[config.mk]
export PLATFORM = sky130hd
export DESIGN_NAME = pc_sequencer
export DESIGN_NICKNAME = d
export VERILOG_FILES = /design/src/rtl/pc_seq_pkg.sv /design/src/rtl/ret_stack.sv /design/src/rtl/pc_sequencer.sv
export SDC_FILE = /design/constraint.sdc
export NUM_CORES = 1
export LEC_CHECK = 0
export CORE_MARGIN = 2
export CORE_UTILIZATION = 55
export DETAILED_ROUTE_END_ITERATION = 10
export HOLD_SLACK_MARGIN = 0.06
export PLACE_DENSITY = 0.79
export SYNTH_ARGS = -nofsm -noshare
export SYNTH_HDL_FRONTEND = slang
export SYNTH_SLANG_ARGS = --single-unit
[constraint.sdc]
create_clock -name clk -period 4.7 [get_ports clk]
set_input_delay 1.41 -clock clk [delete_from_list [all_inputs] [get_ports clk]]
set_output_delay 1.41 -clock clk [all_outputs]
set_load 0.02 [all_outputs]
[src/rtl/pc_seq_pkg.sv]
// Shared encodings for the pc_sequencer block: operation codes and branch-mask
// bit positions.
package pc_seq_pkg;

  typedef enum logic [2:0] {
    OP_INC  = 3'd0,
    OP_JMP  = 3'd1,
    OP_BR   = 3'd2,
    OP_CALL = 3'd3,
    OP_RET  = 3'd4
  } op_e;

  localparam int COND_LT = 2;
  localparam int COND_EQ = 1;
  localparam int COND_GT = 0;

endpackage

[src/rtl/ret_stack.sv]
// Return-address LIFO with a saturating depth counter; with WRAP_EN set it acts
// as a circular buffer whose oldest entry is overwritten by a push when full.
module ret_stack #(
  parameter int ADDR_W      = 16,
  parameter int STACK_DEPTH = 8,
  parameter bit WRAP_EN     = 1'b0
) (
  input  logic                             clk,
  input  logic                             reset,
  input  logic                             i_push,
  input  logic                             i_pop,
  input  logic [ADDR_W-1:0]                i_data,
  output logic [ADDR_W-1:0]                o_top,
  output logic [$clog2(STACK_DEPTH+1)-1:0] o_depth,
  output logic                             o_full,
  output logic                             o_empty
);

  localparam int PTR_W   = $clog2(STACK_DEPTH);
  localparam int DEPTH_W = $clog2(STACK_DEPTH+1);
  localparam logic [PTR_W-1:0]   LAST_IDX  = PTR_W'(STACK_DEPTH - 1);
  localparam logic [DEPTH_W-1:0] FULL_CNT  = DEPTH_W'(STACK_DEPTH);

  logic [ADDR_W-1:0]  r_mem [STACK_DEPTH];
  logic [PTR_W-1:0]   r_ptr;    // next free slot; top lives one below it
  logic [DEPTH_W-1:0] r_count;

  logic [PTR_W-1:0] w_top_idx;
  logic [PTR_W-1:0] w_ptr_inc;
  logic             w_do_push;
  logic             w_do_pop;

  assign o_full    = (r_count == FULL_CNT);
  assign o_empty   = (r_count == '0);
  assign o_depth   = r_count;
  assign w_top_idx = (r_ptr == '0) ? LAST_IDX : r_ptr - 1'b1;
  assign w_ptr_inc = (r_ptr == LAST_IDX) ? '0 : r_ptr + 1'b1;
  assign o_top     = r_mem[w_top_idx];
  assign w_do_push = i_push && (!o_full || WRAP_EN);
  assign w_do_pop  = i_pop && !o_empty && !i_push;

  // NOTE: the entry storage carries no reset; only the pointer and count define
  // which entries are valid, so resetting the array would only add wiring.
  always_ff @(posedge clk) begin
    if (w_do_push) begin
      r_mem[r_ptr] <= i_data;
    end
  end

  // NOTE: all sequential state uses non-blocking assignments so every register
  // samples pre-edge values regardless of statement order.
  always_ff @(posedge clk) begin
    if (reset) begin
      r_ptr   <= '0;
      r_count <= '0;
    end else if (w_do_push) begin
      r_ptr <= w_ptr_inc;
      if (!o_full) begin
        r_count <= r_count + 1'b1;
      end
    end else if (w_do_pop) begin
      r_ptr   <= w_top_idx;
      r_count <= r_count - 1'b1;
    end
  end

endmodule

[src/rtl/pc_sequencer.sv]
// Program-counter sequencer with branch evaluation and a CALL/RET return stack.
// Define PC_SEQ_WRAP_STACK_EN to make the return stack circular on overflow.
module pc_sequencer
  import pc_seq_pkg::*;
#(
  parameter int               ADDR_W      = 16,
  parameter int               DATA_W      = 16,
  parameter int               STACK_DEPTH = 8,
  parameter logic [ADDR_W-1:0] RESET_VEC  = '0
) (
  input  logic                             clk,
  input  logic                             reset,
  input  logic                             stall,
  input  logic [2:0]                       op,
  input  logic [2:0]                       cond,
  input  logic [DATA_W-1:0]                val,
  input  logic [ADDR_W-1:0]                target,
  output logic [ADDR_W-1:0]                pc,
  output logic                             taken,
  output logic [$clog2(STACK_DEPTH+1)-1:0] depth,
  output logic                             ovf,
  output logic                             unf
);

`ifdef PC_SEQ_WRAP_STACK_EN
  localparam bit WRAP_EN = 1'b1;
`else
  localparam bit WRAP_EN = 1'b0;
`endif

  logic [ADDR_W-1:0] r_pc;
  logic              r_taken;
  logic              r_ovf;
  logic              r_unf;

  logic [ADDR_W-1:0] w_pc_inc;
  logic [ADDR_W-1:0] w_pc_next;
  logic              w_taken_next;
  logic              w_push_req;
  logic              w_pop_req;
  logic              w_ovf_set;
  logic              w_unf_set;
  logic [2:0]        w_flags;
  logic              w_hit;
  logic [ADDR_W-1:0] w_top;
  logic              w_full;
  logic              w_empty;

  // Branch evaluator: val is signed, so the MSB alone decides "less than zero".
  assign w_pc_inc         = r_pc + 1'b1;
  assign w_flags[COND_LT] = val[DATA_W-1];
  assign w_flags[COND_EQ] = (val == '0);
  assign w_flags[COND_GT] = !val[DATA_W-1] && (val != '0);
  assign w_hit            = |(cond & w_flags);

  // NOTE: every signal is given a default before the case so no path leaves it
  // unassigned, which would otherwise infer a latch.
  always_comb begin
    w_pc_next    = w_pc_inc;
    w_taken_next = 1'b0;
    w_push_req   = 1'b0;
    w_pop_req    = 1'b0;
    w_ovf_set    = 1'b0;
    w_unf_set    = 1'b0;
    case (op_e'(op))
      OP_JMP: begin
        w_pc_next    = target;
        w_taken_next = 1'b1;
      end
      OP_BR: begin
        if (w_hit) begin
          w_pc_next    = target;
          w_taken_next = 1'b1;
        end
      end
      OP_CALL: begin
        if (!w_full || WRAP_EN) begin
          w_push_req   = 1'b1;
          w_pc_next    = target;
          w_taken_next = 1'b1;
        end else begin
          w_ovf_set = 1'b1;
        end
      end
      OP_RET: begin
        if (!w_empty) begin
          w_pop_req    = 1'b1;
          w_pc_next    = w_top;
          w_taken_next = 1'b1;
        end else begin
          w_unf_set = 1'b1;
        end
      end
      default: ;
    endcase
  end

  always_ff @(posedge clk) begin
    if (reset) begin
      r_pc    <= RESET_VEC;
      r_taken <= 1'b0;
      r_ovf   <= 1'b0;
      r_unf   <= 1'b0;
    end else if (stall) begin
      r_taken <= 1'b0;
    end else begin
      r_pc    <= w_pc_next;
      r_taken <= w_taken_next;
      r_ovf   <= r_ovf | w_ovf_set;
      r_unf   <= r_unf | w_unf_set;
    end
  end

  ret_stack #(
    .ADDR_W      (ADDR_W),
    .STACK_DEPTH (STACK_DEPTH),
    .WRAP_EN     (WRAP_EN)
  ) u_ret_stack (
    .clk     (clk),
    .reset   (reset),
    .i_push  (w_push_req && !stall),
    .i_pop   (w_pop_req && !stall),
    .i_data  (w_pc_inc),
    .o_top   (w_top),
    .o_depth (depth),
    .o_full  (w_full),
    .o_empty (w_empty)
  );

  assign pc    = r_pc;
  assign taken = r_taken;
  assign ovf   = r_ovf;
  assign unf   = r_unf;

endmodule

---- Word-level counts from Yosys, hierarchy flattened ----
Memories as Yosys holds them, arrays and structs flattened.
Index checks and enable logic that the tools add are counted.
storage, ports and cells
  input port bits ......................... 41
  memory bits (writable) .................. 128
  word-level logic and storage cells ...... 64
  memories kept ........................... 1
  output and inout bits ................... 23
  register bits after elaboration ......... 26
memories
  name               depth  width  read ports  clocked after memory_dff  write ports  line             RTL
  u_ret_stack.r_mem  8      16     1           0                         1            ret_stack.sv:24  logic [ADDR_W-1:0] r_mem [STACK_DEPTH];
operators by class
  multiplexer cells ....................... 23
  $add $sub $neg .......................... 5
  bitwise operators ....................... 3
  reductions and logical operators ........ 19
  eq/ne operators ......................... 7
operators with widths
  operator               number
  $pmux 16 s4            1
  $mux 16                3
  $add 16x1->16 const B  1
  $logic_not 16->1       1
  $reduce_bool 16->1     1
  $mux 3                 4
  $mux 4                 3
  $mux 1                 11
  $eq 3x2->1 const B     2
  $eq 3x3->1 const B     2
  $logic_and 1x1->1      6
  $logic_not 1->1        5
  $add 4x1->4 const B    1
  $eq 4x4->1 const B     1
  $logic_not 4->1        1
  $pmux 1 s4             1
  $sub 4x1->4 const B    1
  $add 3x1->3 const B    1
  $and 3x3->3            1
  $eq 3x1->1 const B     1
  $logic_not 3->1        1
  $reduce_or 3->1        1
  $sub 3x1->3 const B    1
  $ne 2x2->1 const B     1
  4 further kinds        5

---- Depth between registers and ports, before layout ----
Gate-level depths: netlist of the first run.
  depth in word-level cells ............... 8
  gate-level depth with buffers ........... 11
  depth with buffers taken out ............ 10

---- Modules after synthesis ----
From an unflattened synthesis of the first run, not the netlist that was laid out.
second synthesis, totals
  cells, all modules ...................... 487
  area total of the unflattened synthesis .. 6,910.4 sq um
modules (own cells, without submodules)
  module        area an instance (sq um)  instances  cells an instance
  ret_stack     5,509.0                   1          310
  pc_sequencer  1,401.3                   1          177

---- Least setup slack after synthesis of the first run ----
OpenSTA, ideal clock, no wires.
  kind .................................... input-to-reg
  start ................................... input port op[2]
  end ..................................... memory u_ret_stack.r_mem[0][0], enable pin
  library setup time ...................... 0.430 ns
  data required time ...................... 4.270 ns
  path slack .............................. 0.375 ns
  arrival time ............................ 3.894 ns
  buffers on the path ..................... 1
  stages on the path ...................... 5
  cell sequence ........................... buf_2 nand3b_1 nor3_1 inv_1 nor4_1
on the way
  longest elaborated chain between the ends .. 6
ends and longest elaborated chain
  element                       line                 RTL
  start, declared               pc_sequencer.sv:14   input logic [2:0] op,
  $eq 3x2->1                    pc_sequencer.sv:65   case (op_e'(op))
  $mux 1                        pc_sequencer.sv:65
  $logic_and 1x1->1             pc_sequencer.sv:121  .i_push (w_push_req && !stall),
  $logic_and 1x1->1             ret_stack.sv:39      assign w_do_push = i_push && (!o_full || WRAP_EN);
  $mux 1                        ret_stack.sv:45      if (w_do_push) begin
  $mux 1 (implied by the code)  ret_stack.sv:46      r_mem[r_ptr] <= i_data;
  end, declared                 ret_stack.sv:24
No other way between the ends.

---- Final worst setup path of the first run ----
  start ................................... input port op[2]
  end ..................................... register u_ret_stack.r_count[3], in the netlist u_ret_stack.o_depth[3]
on the way
  longest elaborated chain between the ends .. 7
  elaborated cells on any way between the ends .. 14
ends and longest elaborated chain
  element                                                      line                                      RTL
  $eq 3x3->1 / $eq 3x2->1 (equally long branches)              pc_sequencer.sv:65
  $mux 1                                                       pc_sequencer.sv:65
  $logic_and 1x1->1, on equally long branches                  pc_sequencer.sv:122, pc_sequencer.sv:121
  $logic_and 1x1->1 / $logic_not 1->1 (equally long branches)  ret_stack.sv:40                           assign w_do_pop = i_pop && !o_empty && !i_push;
  $logic_and 1x1->1                                            ret_stack.sv:40
  $reduce_bool 2->1 (no source line)                           --
  $reduce_and 2->1 (no source line)                            --
  end signal, assigned                                         ret_stack.sv:59                           r_count <= r_count + 1'b1;
  end signal, assigned                                         ret_stack.sv:63                           r_count <= r_count - 1'b1;
  end, declared                                                ret_stack.sv:26                           logic [DEPTH_W-1:0] r_count;
Several ways; a longest one is shown, not always the timed one.
A chain may end at the register's enable or synchronous reset.

==> results of run 1 <==
## metal layers
metal	part of all wire	routed length [um]	global-route usage	up-vias
met2	0.50	8340	0.454	290
li1	-	-	-	2063
met5	0	0	0	-
met1	0.38	6240	0.332	2278
met3	0.097	1600	0.0662	39
met4	0.022	363	0.110	0
## per-stage QoR
stage                     power [mW]  instance area (sq um)  hold WS [ns]
after floorplan                 1.73                   6720         0.553
after global placement          1.84                   7580         0.461
after detailed placement        1.85                   7580         0.462
after CTS                       3.18                   8170         0.487
after global routing            3.27                   8170         0.532
final                           3.18                   8170         0.482
## state kept, by name, summed over array words and instances (netlist names)
| signal | count |
|---|---|
| ovf | 1 |
| pc | 16 |
| taken | 1 |
| u_ret_stack.o_depth | 4 |
| u_ret_stack.r_mem | 128 |
| u_ret_stack.r_ptr | 3 |
| unf | 1 |
## cell usage after synthesis, types with 2 or more instances
cell type / number
a32oi_1: 31
clkbuf_1: 12
mux2_2: 4
nor3_1: 11
a221oi_2: 4
xor2_1: 5
nor2b_1: 2
ha_1: 7
or2_2: 2
buf_6: 2
mux2i_1: 29
a221oi_1: 5
o21ai_0: 7
mux4_2: 6
nor4_1: 8
dfxtp_1: 26
nand4_1: 4
a22oi_2: 3
nand2_1: 69
a31oi_1: 9
a21oi_1: 9
buf_2: 11
nand2b_1: 2
a21o_1: 2
a22oi_1: 13
edfxtp_1: 128
nor2_2: 2
inv_1: 17
nand3_1: 6
xnor2_1: 15
nor2_1: 22
a211oi_1: 3
a41oi_1: 2
and3_1: 3
## worst max-delay path, cell delays in order
cell,delay (ns)
clkdlybuf4s50_1,0.54
nand3b_1,0.28
nor3_1,0.38
inv_1,0.29
ha_1,0.34
a21o_1,0.17
a21oi_1,0.16
xor2_1,0.16
nand2_1,0.08
xor2_1,0.16
nor2_1,0.05
## report_power, final
| group | internal, mW | leakage (nW) | switching (mW) | total, mW |
|---|---|---|---|---|
| clock | 0.823 | 0.282 | 0.529 | 1.35 |
| sequential | 1.51 | 1.38 | 0.0273 | 1.53 |
| combinational | 0.123 | 1.22 | 0.172 | 0.295 |
## cell type report
type | count | area (sq um) | area share
well taps | 147 | 184 | 0.0225
multi-input cells | 298 | 2190 | 0.267
inverters | 17 | 63.8 | 0.00781
clock inverters | 10 | 119 | 0.0145
repair buffers | 83 | 781 | 0.0955
clock buffers | 22 | 474 | 0.0580
flip-flops and latches | 154 | 4360 | 0.534
## cells by family after synthesis
kind of cell | count (synthesis)
DFF | 154
and+or+nand+nor | 137
AOI/OAI and AO/OA | 93
buffers and inverters | 44
muxes | 40
xor gates and xnor gates | 20
adders and majority gates | 8
## final timing paths
| check | endpoint | slack, ns | depth (start not counted) | startpoint |
|---|---|---|---|---|
| setup / recovery | u_ret_stack.o_depth[3] | 0.99 | 11 | op[2] |
| hold / removal | ovf | 0.48 | 2 | ovf |
| setup reg to reg | pc[9] | 1.29 | 7 | u_ret_stack.r_ptr[0] |
| hold reg to reg | ovf | 0.48 | 2 | ovf |
==> flow_summary_export.csv, run 1 <==
group,metric,value,unit
outcome,status,"complete, no violations",
cells_and_area,final_cell_mix,"edfxtp_1 (128), nand2_1 (69), clkdlybuf4s50_1 (63), a32oi_1 (31), mux2i_1 (29)",
synthesis,synth_top_flop_cell,"edfxtp_1",
cells_and_area,final_common_cell,"edfxtp_1",
floorplanning,start_util,0.562,
cts,root_buffer,"clkbuf_16",
synthesis,synth_top_family_by_area,"compound AO/OA/AOI/OAI gates",
route,drc,0,
synthesis,syn_avg_cell_area,13.5,sq um
pwr,vdd_drop_max,0.211,mV
cells_and_area,diodes,0,
synthesis,synth-seq-cells,154,
sta,setup_tns,0,ns
worst_setup_path,cp.required,5.00,ns
cts,htreeDepth,4,
synthesis,synth-simple-area-share,0.0940,
synthesis,ys_types,49,
place,placed_cells,699,
global_route,antenna_found_initial,0,
sta,setup_viol,0,
global_route,grt_usage,0.269,
cells_and_area,layout.nets,620,
global_route,grt_max_degree,25,
route,ant_nets,0,
sta,skew,0.0121,ns
global_route,grt_pass1_wl,25.9,mm
cts,cts_tree,"yes",
sta,slew_headroom,0.0745,
cts,cts_made_buffers,17,
synthesis,synth_top_area_share,0.572,
sta,slew_viol_final,0,
cts,hold_buffers,0,
synthesis,synthAdderAreaFrac,0.0160,
place,pre_cts_slack,0.565,ns
floorplanning,die_area,13100,sq um
worst_setup_path,critPathKind,"in -> reg",
synthesis,synth_warnings,0,
cts,ctsResizeCount,0,
min_path,hp-class,"reg -> reg",
route,firstDrtPassIters,7,
pwr,p_leak,2.89,nW
sta,rsz0062_at_grt,"no",
place,hpwlAfterDp,10.5,mm
cts,cts_setup_buffers,0,
place,portBuffers,63,
worst_setup_path,crit_path_end_kind,"register",
floorplanning,die_x,115,um
synthesis,synthArstFlopShare,0,
cells_and_area,area_delta_synth_final,21.6,%
place,place_congestion,0.822,
route,drt_iter0_drc,667,
cts,clock-sinks,154,
synthesis,ys_seq_area_frac,0.650,
cts,clkLatencyLatePin,0.43,ns
worst_setup_path,cp.arrival,4.01,ns
sta,timing.fmax,269,MHz
route,wirelength,16.5,mm
route,vias,4670,
cts,clock_path_buffers,2,
route,vias_per_cell,6.39,
cells_and_area,layout.cells.non_filler,731,
synthesis,synthXorXnorAreaFrac,0.0261,
floorplanning,coreArea,12000,sq um
floorplanning,ioPinCount,64,
cells_and_area,utilization,0.683,
global_route,grt.overflow.total,0,
cells_and_area,fill_cells,830,
job,maxCapViolCount,0,
sta,setup_slack,0.989,ns
synthesis,synth_mux_area_frac,0.0721,
worst_setup_path,cp_max_fo,8,
synthesis,syn_area,6720,sq um
synthesis,synth_top_area_cell,"edfxtp_1",
route,post_drt_wl_per_cell,22.6,um
synthesis,synth_edf_count,128,
floorplanning,rows,40,
synthesis,synth_compound_area_frac,0.113,
cts,clkTransAtPathRegs,0.06,ns
synthesis,syn_nets,545,
sta,finalCritPeriodShare,0.790,
synthesis,ys_top_cells_by_area,"edfxtp_1 (57%), dfxtp_1 (7.7%), mux2i_1 (4.3%)",
sta,finalHoldViolCount,0,
floorplanning,die_h,115,um
synthesis,synthCells,496,
pwr,pwr_density_cell,389,nW/um^2
cells_and_area,drive_above_1_share,0.139,
worst_setup_path,critPathLaunchType,"primary input",
sta,worstMarginPinSlew,1.38,ns
sta,min_period,3.71,ns
global_route,first_global_vias,4767,
No activity file was read; power rests on OpenSTA's default activity.
==> run 2, diff against run 1 <==
clock period = 3.8 ns   (was 4.7 ns; I/O delays follow)
==> run 2 against run 1 <==
Compared with the run above: register-to-register slack got worse by 0.48 ns; largest power group unchanged; combinational power rose by 24%; die area did not move; critical path depth did not move; flip-flop and latch count did not move; worst hold slack improved by 0.0057 ns; largest cell class unchanged; first-iteration DRC count fell by 33%.
==> flow_summary_export.csv, run 2 (synthesized netlist as in run 1, its figures left out) <==
group,metric,value,unit
outcome,status,"complete, no violations",
cts,cts_setup_buffers,0,
worst_setup_path,cp.arrival,3.44,ns
min_path,hp-class,"reg -> reg",
pwr,p_leak,2.91,nW
cells_and_area,largest_reg_flops,128,
sta,skew,0.00993,ns
cells_and_area,fill_cells,819,
pwr,vdd_drop_max,0.325,mV
route,wirelength,16.2,mm
cells_and_area,final_cell_mix,"edfxtp_1 (128), nand2_1 (69), clkdlybuf4s50_1 (63), a32oi_1 (31), mux2i_1 (29)",
cts,htreeDepth,4,
route,drc,0,
route,firstDrtPassIters,7,
cts,ctsResizeCount,0,
floorplanning,die_x,115,um
cells_and_area,layout.nets,627,
route,ant_nets,0,
worst_setup_path,crit_start,"op[2]",
cells_and_area,final_common_cell,"edfxtp_1",
floorplanning,die_area,13100,sq um
worst_setup_path,crit_path_end_kind,"register",
worst_setup_path,r2r-start,"u_ret_stack.r_ptr[0]",
min_path,min_from,"ovf",
route,drt_iter0_drc,444,
worst_setup_path,critPathKind,"in -> reg",
route,vias,4621,
cells_and_area,area_delta_synth_final,22.1,%
cells_and_area,max_flop_register,"u_ret_stack.r_mem",
global_route,grt_usage,0.262,
global_route,grt_pass1_wl,25.4,mm
worst_setup_path,cp.required,4.09,ns
sta,timing.fmax,318,MHz
cells_and_area,utilization,0.686,
job,maxCapViolCount,0,
global_route,grt_max_degree,29,
pwr,power.total,3.87,mW
cts,cts_made_buffers,17,
floorplanning,rows,40,
worst_setup_path,cp_max_fo,8,
sta,min_period,3.14,ns
cells_and_area,drive_above_1_share,0.149,
sta,setup_tns,0,ns
sta,slew_headroom,0.454,
sta,worstMarginPinSlew,0.811,ns
worst_setup_path,critPathLaunchType,"primary input",
place,portBuffers,63,
global_route,gr-usage-met2,0.441,
sta,setup_viol,0,
global_route,use_met1,0.329,
sta,finalCritPeriodShare,0.827,
global_route,use_met3,0.0593,
place,place_congestion,0.915,
sta,rsz0062_at_grt,"no",
floorplanning,ioPinCount,64,
cts,clock-sinks,154,
place,hpwlAfterDp,10.4,mm
pwr,pwr_density_cell,472,nW/um^2
global_route,grt.overflow.total,0,
global_route,antenna_found_initial,0,
worst_setup_path,rrSetupSlack,0.81,ns
floorplanning,start_util,0.562,
cts,root_buffer,"clkbuf_16",
cts,hold_buffers,0,
sta,slew_viol_final,0,
cts,cts_tree,"yes",
cts,clkLatencyLatePin,0.42,ns
sta,finalHoldViolCount,0,
cells_and_area,diodes,0,
global_route,busiest_layer,"met2",
route,vias_per_cell,6.26,
floorplanning,die_h,115,um
floorplanning,coreArea,12000,sq um
route,post_drt_wl_per_cell,22.0,um
cts,clock_path_buffers,2,
global_route,first_global_vias,4782,
cts,clkTransAtPathRegs,0.06,ns
-- run 2: per-layer routing --
metal | vias to the layer above | wire length (um)
li1 | 2089 | -
met1 | 2241 | 6220
met2 | 260 | 8310
met3 | 31 | 1330
met4 | 0 | 343
met5 | - | 0
-- run 2: through the flow --
step	area (sq um)	instances	worst slack, ns	hold WS (ns)
after floorplan	6730	496	0.145	0.561
after global placement	7640	706	0.350	0.462
after detailed placement	7640	706	0.248	0.470
after CTS	8200	738	0.671	0.488
after global routing	8200	738	0.482	0.533
final	8200	738	0.656	0.488
-- run 2: layout make-up --
cell class,instances,area [sq um],area share
clock buffers,19,433,0.0528
clock inverters,13,129,0.0157
inverters,17,63.8,0.00778
multi-input cells,298,2190,0.268
flip-flops and latches,154,4360,0.532
well taps,147,184,0.0224
repair buffers,90,833,0.102
-- run 2: path summary, 6_finish.rpt --
path,endpoint,cells after the start
worst max-delay path,u_ret_stack.o_depth[3],11
worst min-delay path,ovf,2
worst max register to register,pc[2],7
worst min register to register,ovf,2
-- run 2: critical path, stage by stage --
cell and delay (ns):
clkdlybuf4s50_1 0.54, nand3b_1 0.29, nor3_1 0.22, inv_1 0.14, ha_1 0.30, a21o_1 0.17
a21oi_1 0.16, xor2_1 0.18, nand2_1 0.08, xor2_1 0.15, nor2_1 0.05
-- run 2: report_power, final --
| part | leakage (nW) | switching [mW] | internal (mW) |
|---|---|---|---|
| sequential | 1.38 | 0.0346 | 1.86 |
| clock | 0.268 | 0.645 | 0.958 |
| combinational | 1.26 | 0.209 | 0.158 |
==> RTL edit 1 (flow settings as in run 1) <==
`WRAP_EN` is set to 1'b0 in 2 places; all go to 1'b1.
--- a/src/rtl/ret_stack.sv
+++ b/src/rtl/ret_stack.sv
@@ -3,7 +3,7 @@
 module ret_stack #(
   parameter int ADDR_W      = 16,
   parameter int STACK_DEPTH = 8,
-  parameter bit WRAP_EN     = 1'b0
+  parameter bit WRAP_EN     = 1'b1
 ) (
   input  logic                             clk,
   input  logic                             reset,
--- a/src/rtl/pc_sequencer.sv
+++ b/src/rtl/pc_sequencer.sv
@@ -25,7 +25,7 @@
 `ifdef PC_SEQ_WRAP_STACK_EN
   localparam bit WRAP_EN = 1'b1;
 `else
-  localparam bit WRAP_EN = 1'b0;
+  localparam bit WRAP_EN = 1'b1;
 `endif
 
   logic [ADDR_W-1:0] r_pc;
Function: no difference found for any inputs over 4 cycles, from zero or initial values and one cycle with reset high; that may be too few to reach the edited logic, so the function may still have changed.
==> RTL edit 1 against run 1 <==
  * Total power decreased by 5.3%
  * Design area up 1.7%
  * Sequential cell count fell by 1
  * Area after synthesis is 3.5% higher
  * Non-clock buffer count did not move
  * Worst setup slack lost 2.7 ps
  * Wire length increased by 4.9%
  * Clock power shrank 9.6%
  * Critical endpoint is now pc[2]
==> RTL edit 1: results (changes against run 1) <==
[synthesis]
synth_area_leaders = edfxtp_1 (55%), dfxtp_1 (7.2%), mux2i_1 (5.6%)
syn-mean-instance-area_sq_um = 13.4  ; -1.3%
syn_nets = 569  ; +4.4%
synth_seq_area_share = 0.625  ; -0.0247
yosys-top-cells-count = edfxtp_1 (128), mux2i_1 (39), nand2_1 (38), nor2_1 (36)
ys_types = 65  ; +33%

[hold_path]
hp-start = unf

[global_routing]
grt_pass1_wl_um = 26300  ; +1.8%
gr-usage-met1 = 0.355  ; +0.0228
met2_usage = 0.426  ; -0.0289
grt_pass1_vias = 4799  ; +0.67%
grt_max_degree = 32  ; +28%
grtUsageMet3 = 0.0804  ; +0.0143

[routing]
drtIter0Drc = 523  ; -22%
wl_met1_um = 6700  ; +7.5%
wl_met2_um = 8280  ; -0.78%
vias_per_cell = 6.30  ; -1.4%
vias = 4888  ; +4.7%
finalWirelength_um = 17400  ; +4.9%

[sta]
relSlewSlack = 0.388  ; +0.314

[setup_path]
reg2regPathDepth = 9  ; +2
critPathKind = flip-flop to flip-flop
crit_fanout = 20  ; +12
path_delay_family = compound AO/OA/AOI/OAI gates

[placement]
placedCellCount = 744  ; +6.4%
routabilityCongestion = 0.865  ; +5.3%
port_buffers = 62  ; -1.6%

[layout]
drive_gt1_frac = 0.131  ; -0.00790
n_fill_cell = 906  ; +9.2%
fin_nets = 640  ; +3.2%

[power]
irDropWorstVdd_mv = 0.275  ; +30%

[outcome]
outcome = finished, final reports clean

RTL edit 1: changes by cell type after synthesis, moves of 6 or more:
| cell | delta |
|---|---|
| a21oi_1 | +16 |
| a22oi_1 | -8 |
| a311oi_1 | +6 |
| a32oi_1 | -31 |
| mux2i_1 | +10 |
| nand2_1 | -31 |
| nand3_1 | +8 |
| nor2_1 | +14 |
| o221ai_1 | +8 |
RTL edit 1: layout make-up:
cell class,count,area share
multi-input combinational,316,0.284
clock inverter,14,0.0119
timing repair buffer,83,0.0951
sequential,153,0.523
tap,172,0.0259
clock buffer,18,0.0516
inverter,20,0.00903
RTL edit 1: worst paths after layout:
| path | slack, ps | endpoint |
|---|---|---|
| worst max-delay path | 990 | pc[2] |
| worst min-delay path | 490 | unf |
| worst max register to register | 990 | pc[2] |
| worst min register to register | 490 | unf |
RTL edit 1: stage by stage:
stage,worst slack (ps),power [mW],hold WS [ps],cell area (sq um),utilization
after global placement,987,1.81,459,7780,0.624
final,986,3.01,489,8310,0.667
after floorplan,1120,1.70,543,6950,-
after detailed placement,890,1.82,470,7780,0.624
after global routing,807,3.10,525,8310,0.667
after CTS,1020,3.02,484,8310,0.667
RTL edit 1: power breakdown:
group,switching (mW),internal [mW]
combinational,0.165,0.120
sequential,0.0194,1.49
clock,0.544,0.674
total,0.728,2.28
RTL edit 1: logic make-up (layout without fill, tap and decap cells):
kind of cell / count (synthesis) / in the layout / synth area share
flops: 153 / 153 / 0.625
simple gates: 133 / 133 / 0.0988
compound gates: 106 / 106 / 0.115
buf+inv: 51 / 135 / 0.0374
mux: 48 / 48 / 0.0821
xor+xnor: 20 / 20 / 0.0263
fa+ha+maj: 8 / 8 / 0.0155
other cells: 1 / 1 / 0.000539
==> RTL edit 2 (settings of run 1) <==
Without the edit above. Register the output `ovf` once more, with the module's reset; this adds one clock of latency there. The other outputs are not delayed to match.
--- a/src/rtl/pc_sequencer.sv
+++ b/src/rtl/pc_sequencer.sv
@@ -129,7 +129,13 @@
 
   assign pc    = r_pc;
   assign taken = r_taken;
-  assign ovf   = r_ovf;
+  always_ff @(posedge clk) begin
+    if (reset) begin
+      ovf <= '0;
+    end else begin
+      ovf <= r_ovf;
+    end
+  end
   assign unf   = r_unf;
 
 endmodule
Check against the original RTL: no difference found for any inputs over 4 cycles, from zero or initial values and one cycle with reset high; that may be too few to reach the edited logic, so the function may still have changed.
==> RTL edit 2 against run 1 <==
  * Global-route usage up 0.14 points
  * Design area up 3.9%
  * Wire length up 5.3%
  * Core utilization down 0.51 points
  * Critical path depth up 1
  * Worst setup slack better by 14 ps
  * Clock skew down 2.1 ps
  * Sequential cell count up 1
  * Area after synthesis up 4.1%
  * Critical endpoint unchanged
  * Highest routed layer unchanged
  * Total power up 2.2%
  * Largest cell class unchanged
  * First-iteration DRC count down 20%
==> RTL edit 2: results (changes against run 1) <==
[outcome]
outcome = finished, final reports clean

[placement]
dp_hpwl_um = 11100  ; +6.0%
port_buffers = 63  ; unchanged
routabilityCongestion = 0.817  ; -0.60%

[routing]
drtIter0Drc = 536  ; -20%
vias = 4761  ; +1.9%
firstDrtPassIters = 5  ; -2
wl_per_cell_um = 22.7  ; +0.22%

[clock_network]
cts_resized = 0  ; unchanged
numCtsBuffers = 17  ; unchanged
h-tree-depth = 4  ; unchanged
path_clk_slew_ps = 60  ; about the same
cts_buffer_depth = 2  ; unchanged
clock_latency_ps = 420
postCtsSetupRepairBufs = 0  ; unchanged
cts-root-buf = clkbuf_16

[layout]
top_register = u_ret_stack.r_mem
drive_gt1_frac = 0.174  ; +0.0358
largest_reg_flops = 128  ; unchanged
antennaDiodeCount = 0  ; unchanged
fin_nets = 632  ; +1.9%

[synthesis]
synthMuxAreaShare = 0.0817  ; +0.00966
ys_warn_count = 0  ; unchanged
synth_edf_count = 128  ; unchanged
yosys.area_share.adder = 0.0154  ; -0.000636
yosys-top-cells-count = edfxtp_1 (128), nand2_1 (51), mux2i_1 (29), dfxtp_1 (27), nor2_1 (22)
synth_area_leaders = edfxtp_1 (55%), dfxtp_1 (7.7%), mux2i_1 (4.1%)
synth_compound_area_frac = 0.114  ; +0.00106
synthXorXnorAreaFrac = 0.0225  ; -0.00354
ys_async_sr_fraction = 0  ; unchanged
ys_types = 74  ; +51%
synth_seq_area_share = 0.627  ; -0.0229
syn_nets = 557  ; +2.2%

[global_routing]
grt_max_degree = 39  ; +56%
grt_antenna_before_repair = 0  ; unchanged
track_usage = 0.270  ; +0.00139
grt_pass1_wl_um = 26500  ; +2.4%

[hold_path]
hold_class = flip-flop to flip-flop

[setup_path]
crit_slowest_cell = clkdlybuf4s50_1
critical_path_arrival_ps = 4000  ; about the same
crit_fanout = 10  ; +2
crit_path_max_incr_delay_ps = 580  ; +40 ps

[power]
p_leak_nw = 2.92  ; +1.2%
irDropWorstVdd_mv = 0.291  ; +38%

[sta]
finalClockSkew_ps = 9.99  ; -2.13 ps
relSlewSlack = 0.148  ; +0.0734

-- RTL edit 2: final timing paths --
check	start	end	slack, ps	depth (start not counted)
worst min register to register	r_ovf	ovf	470	1
worst min-delay path	r_ovf	ovf	470	1
worst max-delay path	op[0]	u_ret_stack.o_depth[3]	1000	12
worst max register to register	u_ret_stack.r_ptr[1]	pc[10]	1100	9
-- RTL edit 2: critical path: cells and delay by family --
family	cells	cell delay [ps]
XOR/XNOR	1	140
multiplexers	1	200
buffers and inverters	2	770
adder cells (fa/ha/maj)	1	310
AND/OR/NAND/NOR	5	820
AO/OA/AOI/OAI	2	360
-- RTL edit 2: layout make-up --
cell class	count	area, sq um
clock inverter	11	141
inverter	15	56.3
timing repair buffer	83	781
tap	172	215
clock buffer	21	470
multi-input combinational	311	2440
fill	930	4030
sequential	155	4380
-- RTL edit 2: kinds of logic after synthesis --
kind of cell               after synthesis
xor gates and xnor gates                18
AOI/OAI and AO/OA                      100
and+or+nand+nor                        141
adders and majority gates                8
DFF                                    155
buffers and inverters                   42
muxes                                   44
-- RTL edit 2: power breakdown --
group	internal [mW]	switching [mW]
combinational	0.131	0.175
clock	0.876	0.531
sequential	1.51	0.0271
-- RTL edit 2: routing by layer --
layer,wire (um),vias up,GRT usage
li1,-,2112,-
met3,1270,43,0.0556
met5,0,-,0
met2,8510,227,0.423
met4,517,0,0.132
met1,7120,2379,0.365
-- RTL edit 2: stage by stage --
stage / setup slack (ps) / power [mW] / instance area, sq um / instances / utilization
6_report: 1000 / 3.25 / 8490 / 768 / 0.678
5_1_grt: 877 / 3.34 / 8490 / 768 / 0.678
4_1_cts: 1020 / 3.26 / 8490 / 768 / 0.678
3_3_place_gp: 657 / 1.86 / 7880 / 736 / 0.629
2_1_floorplan: 481 / 1.75 / 7000 / 508 / -
3_5_place_dp: 568 / 1.87 / 7880 / 736 / 0.629
